$ cat src/rtl/div_sequencer.sv
// div_sequencer: multi-cycle radix-2 restoring divider for RV32M DIV/DIVU/REM/REMU.
// Runs beside the single-cycle ALU and stalls the pipeline while a divide is in flight.
// Optional feature macro: DIV_EARLY_OUT_EN (skip the iteration loop when |dividend| < |divisor|).
module div_sequencer #(
   parameter int DATA_WIDTH   = 32,
   parameter int ALUCTR_WIDTH = 5
) (
   input  logic                    clk,
   input  logic                    rst_n,
   input  logic                    start,
   input  logic [ALUCTR_WIDTH-1:0] alu_ctrl,
   input  logic [DATA_WIDTH-1:0]   src_a,
   input  logic [DATA_WIDTH-1:0]   src_b,
   input  logic                    flush,
   output logic                    stall,
   output logic                    busy,
   output logic                    done,
   output logic [DATA_WIDTH-1:0]   result
);

   localparam int CNT_W = (DATA_WIDTH > 1) ? $clog2(DATA_WIDTH) : 1;
   localparam logic [CNT_W-1:0]        CNT_LAST = CNT_W'(DATA_WIDTH - 1);
   localparam logic [DATA_WIDTH-1:0]   ALL_ONES = {DATA_WIDTH{1'b1}};
   localparam logic [DATA_WIDTH-1:0]   MIN_NEG  = {1'b1, {(DATA_WIDTH-1){1'b0}}};
   localparam logic [DATA_WIDTH-1:0]   ZERO     = {DATA_WIDTH{1'b0}};
   localparam logic [ALUCTR_WIDTH-1:0] OP_DIV   = ALUCTR_WIDTH'(5'b01110);
   localparam logic [ALUCTR_WIDTH-1:0] OP_DIVU  = ALUCTR_WIDTH'(5'b01111);
   localparam logic [ALUCTR_WIDTH-1:0] OP_REM   = ALUCTR_WIDTH'(5'b10000);
   localparam logic [ALUCTR_WIDTH-1:0] OP_REMU  = ALUCTR_WIDTH'(5'b10001);

   typedef enum logic [2:0] {
      S_IDLE = 3'd0,
      S_PREP = 3'd1,
      S_CALC = 3'd2,
      S_FIX  = 3'd3,
      S_DONE = 3'd4
   } state_t;

   // True for the four divide/remainder codes; everything else stays on the ALU path.
   function automatic logic is_div_code(input logic [ALUCTR_WIDTH-1:0] code);
      return (code == OP_DIV) || (code == OP_DIVU) || (code == OP_REM) || (code == OP_REMU);
   endfunction

   // Two's-complement magnitude of a value when it is interpreted as signed.
   function automatic logic [DATA_WIDTH-1:0] magnitude(input logic [DATA_WIDTH-1:0] v,
                                                        input logic               is_signed);
      if (is_signed && v[DATA_WIDTH-1]) begin
         return ZERO - v;
      end else begin
         return v;
      end
   endfunction

   state_t                 state;
   state_t                 next_state;

   logic [DATA_WIDTH-1:0]  op_a;
   logic [DATA_WIDTH-1:0]  op_b;
   logic                   op_signed;
   logic                   op_rem;
   logic                   q_neg;
   logic                   r_neg;
   logic [DATA_WIDTH-1:0]  quo;
   logic [DATA_WIDTH-1:0]  rem;
   logic [DATA_WIDTH-1:0]  divisor;
   logic [CNT_W-1:0]       cnt;

   logic                   accept;
   logic                   load_result;
   logic [DATA_WIDTH-1:0]  result_next;
   logic [DATA_WIDTH-1:0]  abs_a;
   logic [DATA_WIDTH-1:0]  abs_b;
   logic                   div_zero;
   logic                   overflow;
   logic                   early_out;
   logic [DATA_WIDTH:0]    rem_shift;
   logic [DATA_WIDTH:0]    trial;
   logic                   trial_ok;
   logic [DATA_WIDTH-1:0]  quo_fix;
   logic [DATA_WIDTH-1:0]  rem_fix;

   // Operand preparation, the trial subtraction and the final sign fix-up.
   always_comb begin
      abs_a     = magnitude(op_a, op_signed);
      abs_b     = magnitude(op_b, op_signed);
      div_zero  = (op_b == ZERO);
      overflow  = op_signed && (op_a == MIN_NEG) && (op_b == ALL_ONES);
`ifdef DIV_EARLY_OUT_EN
      early_out = (abs_a < abs_b);
`else
      early_out = 1'b0;
`endif
      rem_shift = {rem, quo[DATA_WIDTH-1]};
      trial     = rem_shift - {1'b0, divisor};
      trial_ok  = ~trial[DATA_WIDTH];
      if (q_neg) begin
         quo_fix = ZERO - quo;
      end else begin
         quo_fix = quo;
      end
      if (r_neg) begin
         rem_fix = ZERO - rem;
      end else begin
         rem_fix = rem;
      end
   end

   // State register.
   always_ff @(posedge clk or negedge rst_n) begin
      if (!rst_n) begin
         state <= S_IDLE;
      end else begin
         state <= next_state;
      end
   end

   // Next-state decode plus stall/busy/done and the value to latch into result.
   always_comb begin
      next_state  = state;
      stall       = 1'b0;
      accept      = 1'b0;
      load_result = 1'b0;
      result_next = result;
      busy        = (state != S_IDLE);
      done        = (state == S_DONE) && !flush;
      case (state)
         S_IDLE: begin
            if (start && is_div_code(alu_ctrl) && !flush) begin
               accept     = 1'b1;
               stall      = 1'b1;
               next_state = S_PREP;
            end else begin
               next_state = S_IDLE;
            end
         end
         S_PREP: begin
            if (flush) begin
               next_state = S_IDLE;
            end else if (div_zero) begin
               stall       = 1'b1;
               next_state  = S_DONE;
               load_result = 1'b1;
               result_next = op_rem ? op_a : ALL_ONES;
            end else if (overflow) begin
               stall       = 1'b1;
               next_state  = S_DONE;
               load_result = 1'b1;
               result_next = op_rem ? ZERO : MIN_NEG;
            end else if (early_out) begin
               stall      = 1'b1;
               next_state = S_FIX;
            end else begin
               stall      = 1'b1;
               next_state = S_CALC;
            end
         end
         S_CALC: begin
            if (flush) begin
               next_state = S_IDLE;
            end else if (cnt == CNT_LAST) begin
               stall      = 1'b1;
               next_state = S_FIX;
            end else begin
               stall      = 1'b1;
               next_state = S_CALC;
            end
         end
         S_FIX: begin
            if (flush) begin
               next_state = S_IDLE;
            end else begin
               stall       = 1'b1;
               next_state  = S_DONE;
               load_result = 1'b1;
               result_next = op_rem ? rem_fix : quo_fix;
            end
         end
         S_DONE: begin
            // The instruction that produced this result is still in EX, so start is ignored.
            next_state = S_IDLE;
         end
         default: begin
            next_state = S_IDLE;
         end
      endcase
   end

   // Operand latch, PREP setup and one restoring-division step per CALC cycle.
   always_ff @(posedge clk or negedge rst_n) begin
      if (!rst_n) begin
         op_a      <= ZERO;
         op_b      <= ZERO;
         op_signed <= 1'b0;
         op_rem    <= 1'b0;
         q_neg     <= 1'b0;
         r_neg     <= 1'b0;
         quo       <= ZERO;
         rem       <= ZERO;
         divisor   <= ZERO;
         cnt       <= {CNT_W{1'b0}};
      end else begin
         case (state)
            S_IDLE: begin
               if (accept) begin
                  op_a      <= src_a;
                  op_b      <= src_b;
                  op_signed <= (alu_ctrl == OP_DIV) || (alu_ctrl == OP_REM);
                  op_rem    <= (alu_ctrl == OP_REM) || (alu_ctrl == OP_REMU);
               end
            end
            S_PREP: begin
               q_neg   <= op_signed && (op_a[DATA_WIDTH-1] ^ op_b[DATA_WIDTH-1]);
               r_neg   <= op_signed && op_a[DATA_WIDTH-1];
               divisor <= abs_b;
               cnt     <= {CNT_W{1'b0}};
               if (early_out) begin
                  quo <= ZERO;
                  rem <= abs_a;
               end else begin
                  quo <= abs_a;
                  rem <= ZERO;
               end
            end
            S_CALC: begin
               quo <= {quo[DATA_WIDTH-2:0], trial_ok};
               rem <= trial_ok ? trial[DATA_WIDTH-1:0] : rem_shift[DATA_WIDTH-1:0];
               cnt <= cnt + CNT_W'(1);
            end
            default: begin
               cnt <= cnt;
            end
         endcase
      end
   end

   // Result register: written on entry to DONE and held until the next completed divide.
   always_ff @(posedge clk or negedge rst_n) begin
      if (!rst_n) begin
         result <= ZERO;
      end else if (load_result) begin
         result <= result_next;
      end
   end

endmodule

$ cat config.mk
export PLATFORM = sky130hd
export DESIGN_NAME = div_sequencer
export DESIGN_NICKNAME = d
export VERILOG_FILES = /design/src/rtl/div_sequencer.sv
export SDC_FILE = /design/constraint.sdc
export NUM_CORES = 1
export LEC_CHECK = 0
export ABC_AREA = 1
export CAP_MARGIN = 20
export CORE_ASPECT_RATIO = 1.5
export CORE_MARGIN = 2
export CORE_UTILIZATION = 55
export CTS_CLUSTER_SIZE = 24
export DETAILED_ROUTE_END_ITERATION = 12
export PLACE_DENSITY_LB_ADDON = 0.12
export SLEW_MARGIN = 20
export SYNTH_ARGS = -nofsm -noshare
export SYNTH_HDL_FRONTEND = slang
export SYNTH_SLANG_ARGS = --single-unit
$ cat constraint.sdc
create_clock -name clk -period 2.1 [get_ports clk]
set_input_delay 0.42 -clock clk [delete_from_list [all_inputs] [get_ports clk]]
set_output_delay 0.42 -clock clk [all_outputs]
set_load 0.005 [all_outputs]
==> impl_results.md, run 1 <==
* H-tree levels at 1
* Worst vdd ir at 0.9053 mV
* CTS Sinks at 204
* Sequential share of the synthesized area at 0.3290
* Vias per cell at 5.833
* CTS Buf Count at 23
* Logic pwr share at 0.670
* Area share of the largest cell type after synthesis at 0.3290
* Violated checks: negative setup slack
* Post-synthesis cell type count at 49
* Most frequent cell after synthesis: nand2_1
* Fmax at 440.9 MHz
* Power Internal at 0.01580 W
* Avg WL per Cell at 20.11 um
* Ys flop type: dfrtp_1
* RSZ-0062 raised after global routing: yes
* Area contributors post-synth: dfrtp_1 (33%), nand2_1 (21%), nand3_1 (8.5%)
* Max Slew Vio Count at 0
* Post-layout minimum cycle time at 2.268 ns
* Die extent in y at 209.7 um
* Post-DP HPWL at 46,620 um
* Largest net degree at the start of global routing at 63
* Antenna violations before repair at 0
* Vias at roughly 19,000
* Pre-CTS WS at -0.2705 ns
* Largest area contributor in the netlist: dfrtp_1
* Setup Skew at 0.009299 ns
* Initial Util at 0.5567
* Critical Path Start: quo[31]
* CTS clk-pin slew, worst paths at 0.06 ns
* Wirelength, routed at 64,130 um
* CP endpoint kind: flip-flop
* Tcrit/Tclk final at 1.080
* Crit path max fanout at 8
* Power per cell area at 1433 nW/um^2
* FP Rows at 75
* Final Worst Setup Slack at -0.1681 ns
* Status: finished with violations
* Sw Ratio at 0.4879
* Psw at approximately 0.015 W
* Syn Inst Count at 2,424
* TritonRoute pass-1 iters at 9
* R2R setup slack at -0.17 ns
* Number of global-route vias before repair at about 18,000
* Hold Crit Class: in2async
* Avg Cell Area, Syn at about 6.4 um^2
* Sequential Power Share at 0.191
* Global route overflow at 0
* Root Driver: clkbuf_16
* Final setup fails at a little under 60
* Worst Reg-to-Reg Cells at 17
* Fraction of registers with async set/reset at 1.000
* Max clock buf depth at 3
* Endpoint of the lowest-slack register-to-register path: rem[5]
* Clock network fraction of total power at 0.138
* Worst-Margin Slew at 0.5043 ns
* I/O pins at 108
* Area grow syn2layout at 38.81%
* Synthesis Warnings at 0
* CTS tree: built
* Non-Filler Instances at 3,189
* RePlAce Congestion at a little over 1
* Die Width at around 140 um
* Crit path kind: reg2reg
* CP Capture Point: rem[5]
* Seq cells post-synth at 204
* Routed Antenna Nets at 0
* Layout Nets at between 2,000 and 3,000
* Core footprint at around 28,000 um^2
* Synth cell count leaders: nand2_1 (859), inv_1 (268), nand3_1 (264), dfrtp_1 (204), nor2_1 (192)
* Worst skew pair latency at around 0.56 ns
* Post-synth EDFFs at 0
* GRT Resource Usage Total at 0.4105
* Input/output buffers at 107
* Pleak at roughly 11 nW
* Antenna diode instance count at 0
* Inst Count DP at 3,098
* Max-Cap Viols at 0
* WP data required at around 2.6 ns
* Die area at 29,600 um^2
* CP Launch Type: flip-flop
* Arrival time at the worst endpoint at roughly 2.7 ns
* Final core occ at 0.7727
* Remaining DRCs at 0
* R2R Path Start: quo[31]
* Layout cells sized above 1 at 0.2367
* Mapped Nets at 2,537
* Hold Fails Final Rpt at 0
* Max-Slew Margin vs Limit at 0.6602
* Drt first-iter violations at between 1,500 and 2,000
* First-pass GRT wire length at 94,460 um
* Netlist Area Pre-Place at 15,510 um^2
-- power groups by stage --
stage | clock network, W | registers [W] | logic [W]
floorplan | 0 | 0.00574 | 0.0103
global placement | 0 | 0.00579 | 0.0171
detailed placement | 0 | 0.00582 | 0.0174
CTS | 0.00428 | 0.00581 | 0.0190
global route | 0.00443 | 0.00595 | 0.0224
finish | 0.00427 | 0.00590 | 0.0207
-- worst min-delay path by stage --
stage               startpoint       end  slack [ns]  cells after the start
global route             rst_n  op_b[15]        0.36                      2
detailed placement       rst_n  op_b[15]        0.36                      1
CTS                      rst_n  op_b[15]        0.34                      2
global placement         rst_n  op_b[22]        0.35                      1
floorplan                rst_n    cnt[0]        0.12                      0
finish                   rst_n  op_b[15]        0.34                      2
-- layout make-up --
type	instances	area (um^2)
clock buffers	27	610.6
fillers	2088	6335
multi-input cells	1835	9908
clock inverters	12	162.7
repair buffers	461	4156
well taps	346	432.9
flip-flops and latches	204	5107
inverters	304	1157
-- metal layers --
metal	vias up	track usage	part of all wire
met5	-	0	0
met4	0	0.3455	0.11
met3	376	0.04632	0.062
met2	1000	0.7350	0.50
met1	8649	0.4235	0.33
li1	8575	-	-
-- through the flow --
| step | cell area (um^2) | setup TNS (ns) | power [W] | hold WS, ns |
|---|---|---|---|---|
| finish | 21540 | -5.355 | 0.03086 | 0.3389 |
| CTS | 20640 | -3.878 | 0.02906 | 0.3441 |
| global placement | 19130 | -9.746 | 0.02285 | 0.3472 |
| global route | 21540 | -10.24 | 0.03281 | 0.3602 |
| floorplan | 15550 | -0.3473 | 0.01602 | 0.1244 |
| detailed placement | 19130 | -18.87 | 0.02317 | 0.3566 |
-- registers in the layout, summed over array words and instances (netlist names), 3 cells and up --
signal   cells
quo         32
cnt          5
state        3
result      32
op_b        32
divisor     32
op_a        32
rem         32
-- worst max-delay path, cell delays in order (launching register included) --
cell and delay, ns:
dfrtp_1 0.37, inv_2 0.06, ha_4 0.16, fa_2 0.38
inv_2 0.07, nand2_2 0.04, nand2_2 0.07, nand3_2 0.07
nand2_2 0.09, nand2_2 0.07, nand2_4 0.09, nand2_8 0.08
nand2_8 0.10, nand2_8 0.11, nand2_8 0.19, nand2_4 0.06
nand3_2 0.06, nand2_1 0.05
-- logic make-up (layout without fill, tap and decap cells) --
family                   after synthesis  in the layout  share of synthesized area
AO/OA/AOI/OAI                        299            299                     0.1099
XOR/XNOR                              42             42                    0.02371
adder cells (fa/ha/maj)               40             40                    0.03274
buffers and inverters                387            804                    0.09935
flip-flops                           204            204                     0.3290
AND/OR/NAND/NOR                     1452           1454                     0.4052
-- repair_timing --
action,CTS,global route
hold endpoints to repair,32,0
pin swaps,27,54
setup endpoints to repair,72,75
buffers inserted,20,23
gates resized for setup,111,162
hold buffers,1,0
gates cloned,4,5
-- placed cells by master (no fill, tap or decap), drive strengths merged, types with 14 or more instances in the layout --
cell	netlist	routed
nand2	883	885
buf	38	350
inv	301	299
nand3	280	280
dfrtp	204	204
nor2	199	199
o21ai	179	179
clkdlybuf4s50	0	103
a21oi	50	50
ha	39	39
xor2	35	35
clkbuf	45	32
nand4	31	31
nor3	29	29
o211ai	20	20
o221ai	18	18
nand3b	14	14
No activity file was read; power rests on OpenSTA's default activity.
==> inputs of run 2 (changes only) <==
- PLACE_DENSITY: unset -> 0.78
- PLACE_DENSITY_LB_ADDON: 0.12 -> unset
==> run 2 against run 1 <==
  * The run still ends with negative setup slack left
  * Register-to-register slack worse by 0.09 ns
  * Design area shrank 4.5%
  * Global-route usage down 3.3 points
  * Sequential share of layout area up 1.1 points
  * Setup slack lost 0.089 ns
  * Clock skew up 0.0097 ns
  * Power fell by 5.4%
  * Combinational power shrank 8%
  * Critical endpoint is now rem[10]
  * Largest power group unchanged
==> impl_results.md, run 2 (synthesized netlist as in run 1, its figures left out) <==
* Most common cell after layout, fill and taps aside: nand2_1
* R2R setup slack at -0.26 ns (-0.09 ns)
* Arrival time at the worst endpoint at 2.82 ns (+0.11 ns)
* CTS Buf Count at 22 (-4.3%)
* Fmax at 424.3 MHz (-3.8%)
* CTS Sinks at 204 (unchanged)
* Status: finished with violations
* FP Rows at 75 (unchanged)
* Layout Nets at 2,879 (-2.1%)
* Logic pwr share at 0.655 (-0.015)
* Fin Hold WS at 0.4203 ns (+0.08131 ns)
* I/O pins at 108 (unchanged)
* Post-route cell area at 20,560 um^2 (-4.5%)
* CTS tree: built
* Clock network fraction of total power at 0.141 (+0.003)
* Power Internal at 0.01524 W (-3.6%)
* Final setup fails at 33 (-43%)
* Sequential Power Share at 0.203 (+0.012)
* Setup Skew at 0.01899 ns (+0.009693 ns)
* Core footprint at 27,870 um^2 (unchanged)
* Crit path kind: reg2reg
* Remaining DRCs at 0 (unchanged)
* Final Worst Setup Slack at -0.2567 ns (-0.08861 ns)
* Root Driver: clkbuf_16
* Crit path max fanout at 6 (-2)
* Vias per cell at 5.622 (-3.6%)
* Final core occ at 0.7378 (-0.03493)
* H-tree levels at 1 (unchanged)
* Number of global-route vias before repair at 17,310 (-4.0%)
* First-pass GRT wire length at 88,180 um (-6.6%)
* Routed Antenna Nets at 0 (unchanged)
* Psw at 0.01394 W (-7.4%)
* Die extent in y at 209.7 um (unchanged)
* Placement Cell Area at 18,820 um^2 (-1.6%)
* Max clock buf depth at 3 (unchanged)
* RePlAce Congestion at 0.9859 (-2.3%)
* GRT Resource Usage Total at 0.3778 (-0.03269)
* Input/output buffers at 107 (unchanged)
* Initial Util at 0.5567 (unchanged)
* Most frequent cells in the layout: nand2_1 (825), buf_4 (264), inv_1 (246), nand3_1 (234), dfrtp_1 (203)
* Drt first-iter violations at 1,170 (-29%)
* Post-layout minimum cycle time at 2.357 ns (+0.08861 ns)
* Global route overflow at 0 (unchanged)
* Pleak at 10.57 nW (-4.3%)
* Worst path cell trace: ha_4 > fa_2 > inv_2 > nand2_2 > nand2_2 > nand3_2 > nand2_2 > nand2_2 > nand2_4 > nand2_4 > nand2_4 > nand2_8 > clkbuf_16 > nand3_1 > nand3_2 > nand2_1
* Max-Slew Margin vs Limit at 0.5631 (-0.09716)
* Die Width at 141.1 um (unchanged)
* WP data required at 2.56 ns (about the same)
* Layout cells sized above 1 at 0.2016 (-0.03514)
* Area grow syn2layout at 32.53%
* Critical Path Slowest Stage Cell: dfrtp_1
* Hold Fails Final Rpt at 0 (unchanged)
* Wirelength, routed at 56,910 um (-11%)
* Die area at 29,600 um^2 (unchanged)
* Max-Cap Viols at 0 (unchanged)
* RSZ-0062 raised after global routing: yes
* Violated checks: negative setup slack
* Antenna violations before repair at 0 (unchanged)
* Worst vdd ir at 0.8176 mV (-9.7%)
* Worst-Margin Slew at 0.6554 ns (+0.1511 ns)
* Post-DP HPWL at 43,700 um (-6.3%)
* Most common cell on crit path: nand2_2
* Worst skew pair latency at 0.53 ns (-0.03 ns)
* Power per cell area at 1419 nW/um^2 (-0.97%)
* Worst Hold Depth at 3
* Largest net degree at the start of global routing at 65 (+3.2%)
* Tcrit/Tclk final at 1.122 (+0.04220)
* CTS clk-pin slew, worst paths at 0.07 ns (about the same)
* Worst Reg-to-Reg Cells at 16 (-1)
* Sw Ratio at 0.4776 (-0.01025)
* Max Slew Vio Count at 0 (unchanged)
* Vias at 17,560 (-5.6%)
* Max stage delay on crit path at 0.42 ns (+0.04 ns)
* CP endpoint kind: flip-flop
* CP Launch Type: flip-flop
* Avg WL per Cell at 18.22 um (-9.4%)
* Antenna diode instance count at 0 (unchanged)
* Hold Crit Class: in2reg
* TritonRoute pass-1 iters at 6 (-3)
==> run 2: cell type report <==
cell class	count	area, um^2
clock buffers	29	638.1
clock inverters	7	120.1
fillers	2294	7308
inverters	304	1157
multi-input cells	1834	9550
flip-flops and latches	204	5106
well taps	346	432.9
repair buffers	400	3557
==> run 2: routing by layer <==
| layer | share of wire | global-route usage | up-vias |
|---|---|---|---|
| met3 | 0.051 | 0.03491 | 229 |
| met4 | 0.078 | 0.2462 | 0 |
| met1 | 0.36 | 0.4242 | 8166 |
| met2 | 0.51 | 0.6779 | 689 |
| li1 | - | - | 8479 |
| met5 | 0 | 0 | - |
==> run 2: what timing repair did <==
action,in CTS,in global routing
setup buffers,5,17
pin swaps,14,36
endpoints found under the hold margin,55,0
setup endpoints to repair,70,74
resized for setup,63,125
gates cloned,2,1
hold buffers,1,0
==> run 2: metrics by stage <==
stage                     instances  setup WS (ns)  TNS [ns]  total power [W]
after floorplan                2424       -0.03485   -0.3473          0.01602
after global placement         3062        -0.2538    -10.46          0.02266
after detailed placement       3062        -0.2971    -15.67          0.02299
after CTS                      3106        -0.1757    -4.131          0.02760
after global routing           3124        -0.3395    -10.23          0.03126
final                          3124        -0.2567    -6.574          0.02918
==> run 2: critical path, delay by kind of cell, from the launching register on <==
kind                     cells  cell delay [ns]
AND/OR/NAND/NOR             12             0.99
adder cells (fa/ha/maj)      2             0.58
flip-flops                   1             0.42
buffers and inverters        2             0.27
==> run 2: worst paths after layout <==
path | end | start
max | rem[10] | divisor[0]
min | op_b[14] | src_b[14]
max reg2reg | rem[10] | divisor[0]
min reg2reg | cnt[3] | cnt[3]
max in group asynchronous | quo[13] | rst_n
min in group asynchronous | op_signed | rst_n
==> run 2: power groups by stage <==
stage | registers [W] | logic, W | clock network, W
after floorplan | 0.00574 | 0.0103 | 0
after global placement | 0.00584 | 0.0168 | 0
after detailed placement | 0.00587 | 0.0171 | 0
after CTS | 0.00582 | 0.0176 | 0.00416
after global routing | 0.00602 | 0.0209 | 0.00432
final | 0.00593 | 0.0191 | 0.00413
==> inputs of run 3 (changes only) <==
- CORE_UTILIZATION: 55 -> 25
- PLACE_DENSITY: 0.78 -> unset
==> run 3 against run 2 <==
  * The flow still finishes with violations (negative setup slack)
  * Design area is 12% higher
  * Combinational power is 18% higher
  * Via count is 1.5% higher
  * Maximum frequency is 1.2% higher
  * Sequential share of layout area is 2.7 points lower
  * First-iteration DRC count is 5.3% lower
  * Utilization is 36 points lower
  * Largest cell class unchanged
  * Highest routed layer unchanged
==> impl_results.md, run 3 (synthesized netlist as in run 1, its figures left out) <==
* Status: finished with violations
* Violated checks: negative setup slack
* Pleak at 11.54 nW (+9.2%)
* Vias at 17,830 (+1.5%)
* Max stage delay on crit path at 0.42 ns (about the same)
* Power per cell area at 1409 nW/um^2 (-0.68%)
* Multi-input gate area at 10,270 um^2 (+7.6%)
* Most common cell on crit path: nand2_8
* Sequential Power Share at 0.178 (-0.025)
* Family with the most delay on the worst path: simple AND/OR/NAND/NOR gates
* Final core occ at 0.3767 (-0.3611)
* Largest net degree at the start of global routing at 62 (-4.6%)
* RSZ-0062 raised after global routing: yes
* Worst vdd ir at 0.7246 mV (-11%)
* Most common cell after layout, fill and taps aside: nand2_1
* Setup Skew at 0.03111 ns (+0.01212 ns)
* Drt first-iter violations at 1,108 (-5.3%)
* Max clock buf depth at 3 (unchanged)
* Power Internal at 0.01686 W (+11%)
* Root Driver: clkbuf_16
* CTS clk-pin slew, worst paths at 0.07 ns (about the same)
* Wirelength, routed at 67,250 um (+18%)
* Worst path buffer plus inverter count at 3 (+1)
* Met1 Resource Use GR at 0.1965 (-0.2278)
* H-tree levels at 1 (unchanged)
* Crit path max fanout at 8 (+2)
* First-pass GRT wire length at 101,700 um (+15%)
* Hold Crit Class: in2async
* CP Launch Type: flip-flop
* Most frequent cells in the layout: nand2_1 (791), buf_4 (401), inv_1 (243), dfrtp_1 (200), nand3_1 (175)
* Psw at 0.01566 W (+12%)
* Layout Nets at 3,033 (+5.3%)
* Post-DP HPWL at 52,530 um (+20%)
* TritonRoute pass-1 iters at 6 (unchanged)
* WP data required at 2.55 ns (about the same)
* Sw Ratio at 0.4815 (+0.003938)
* GR Util met2 at 0.3945 (-0.2834)
* Met3 usage at 0.01574 (-0.01917)
* # fillers at 6,427 (+180%)
* Die Width at 207.4 um (+47%)
* Sequential cell area at 5110 um^2 (about the same)
* Initial Util at 0.2533 (-0.3034)
* Worst path cell trace: ha_1 > nand2_1 > inv_2 > nand2_2 > inv_2 > a21oi_4 > nand2_8 > nand2_8 > nand3_4 > buf_6 > nand2_8 > nand2_2 > nand3_2 > nand2_1
* Gr busiest metal: met2
* CTS Sinks at 204 (unchanged)
* Pre-CTS WS at -0.4638 ns (-0.1667 ns)
* Final setup fails at 36 (+9.1%)
* I/O pins at 108 (unchanged)
* Critical Path Slowest Stage Cell: dfrtp_1
* Worst-Margin Slew at 0.6511 ns (-0.004252 ns)
* Arrival time at the worst endpoint at 2.78 ns (-0.04 ns)
* Die area at 64,110 um^2 (+120%)
* Die extent in y at 309.1 um (+47%)
* Post-layout minimum cycle time at 2.328 ns (-0.02842 ns)
* CP endpoint kind: flip-flop
* Area grow syn2layout at 48.70%
* CTS tree: built
* Logic pwr share at 0.692 (+0.037)
* Crit path kind: reg2reg
* Avg WL per Cell at 18.04 um (-0.96%)
* CTS Buf Count at 23 (+4.5%)
* Number of global-route vias before repair at 18,030 (+4.2%)
* Antenna violations before repair at 1 (+1)
* Tcrit/Tclk final at 1.109 (-0.01353)
* Input/output buffers at 107 (unchanged)
* Clock network fraction of total power at 0.130 (-0.011)
* RePlAce Congestion at 0.9788 (-0.72%)
* Max-Cap Viols at 0 (unchanged)
* GRT Resource Usage Total at 0.2041 (-0.1737)
* Core footprint at 61,250 um^2 (+120%)
* Layout cells sized above 1 at 0.2859 (+0.08428)
* Final Worst Setup Slack at -0.2283 ns (+0.02841 ns)
* Global route overflow at 0 (unchanged)
* Fmax at 429.5 MHz (+1.2%)
* Max Slew Vio Count at 0 (unchanged)
* Worst skew pair latency at 0.57 ns (+0.04 ns)
* Max-Slew Margin vs Limit at 0.5659 (+0.002835)
* Remaining DRCs at 0 (unchanged)
* Vias per cell at 4.785 (-15%)
* Routed Antenna Nets at 0 (unchanged)
* Hold Fails Final Rpt at 0 (unchanged)
* FP Rows at 111 (+48%)
==> run 3: changes by cell type in the layout (fill, tap and decap cells not counted), moves of 8 or more <==
cell,delta
nor2_1,-14
nand3_4,+10
nand2_2,+17
nand3_2,+49
buf_4,+137
nor2_4,+8
nand2_1,-34
nand3_1,-59
buf_6,+14
nand2_4,+13
==> run 3: worst paths after layout <==
| check | cells past startpoint | slack, ns | from | endpoint |
|---|---|---|---|---|
| max | 14 | -0.23 | rem[12] | rem[13] |
| min | 2 | 0.37 | rst_n | op_a[25] |
| max reg2reg | 14 | -0.23 | rem[12] | rem[13] |
| min reg2reg | 1 | 0.48 | cnt[3] | cnt[3] |
| max in group asynchronous | 3 | 1.01 | rst_n | result[9] |
| min in group clk | 3 | 0.39 | src_b[24] | op_b[24] |
==> run 3: layout make-up <==
type | instances | area share
inverters | 304 | 0.05006
flip-flops and latches | 204 | 0.2215
multi-input cells | 1835 | 0.4453
repair buffers | 552 | 0.2071
clock buffers | 27 | 0.02733
clock inverters | 13 | 0.005694
diodes | 1 | 0.0001085
well taps | 791 | 0.04290
==> run 3: worst register-to-register path: cells and delay by family (launching register included) <==
kind	cells	cell delay [ns]
flops	1	0.42
simple gates	9	0.91
buf+inv	3	0.29
compound gates	1	0.26
fa+ha+maj	1	0.34
==> run 3: routing by layer <==
metal	wire length (um)	up-vias
met5	0	-
met4	6392	0
met3	1981	213
met2	35650	454
met1	23220	8374
li1	-	8791
==> run 3: what timing repair did <==
item / CTS / global route
endpoints found under the setup margin: 72 / 87
pin swaps: 72 / 100
buffers inserted: 24 / 33
gates cloned: 6 / 1
hold buffers: 1 / 0
resized for setup: 204 / 167
hold endpoints to repair: 41 / 0
==> run 3: power groups by stage <==
stage	Sequential, W	Combinational (W)	Clock (W)
2_1_floorplan	0.00574	0.0103	0
3_3_place_gp	0.00572	0.0184	0
3_5_place_dp	0.00573	0.0185	0
4_1_cts	0.00573	0.0210	0.00430
5_1_grt	0.00590	0.0246	0.00444
6_report	0.00580	0.0225	0.00423
==> run 3: through the flow <==
| stage | total power, W | hold WS [ns] | setup TNS (ns) | instances | instance area [um^2] |
|---|---|---|---|---|---|
| after floorplan | 0.01602 | 0.1244 | -0.3473 | 2424 | 15550 |
| after global placement | 0.02413 | 0.3923 | -20.39 | 3626 | 20310 |
| after detailed placement | 0.02420 | 0.3807 | -20.52 | 3626 | 20310 |
| after CTS | 0.03100 | 0.3788 | -5.336 | 3697 | 22230 |
| after global routing | 0.03491 | 0.3941 | -10.52 | 3727 | 23070 |
| final | 0.03252 | 0.3692 | -6.529 | 3727 | 23070 |
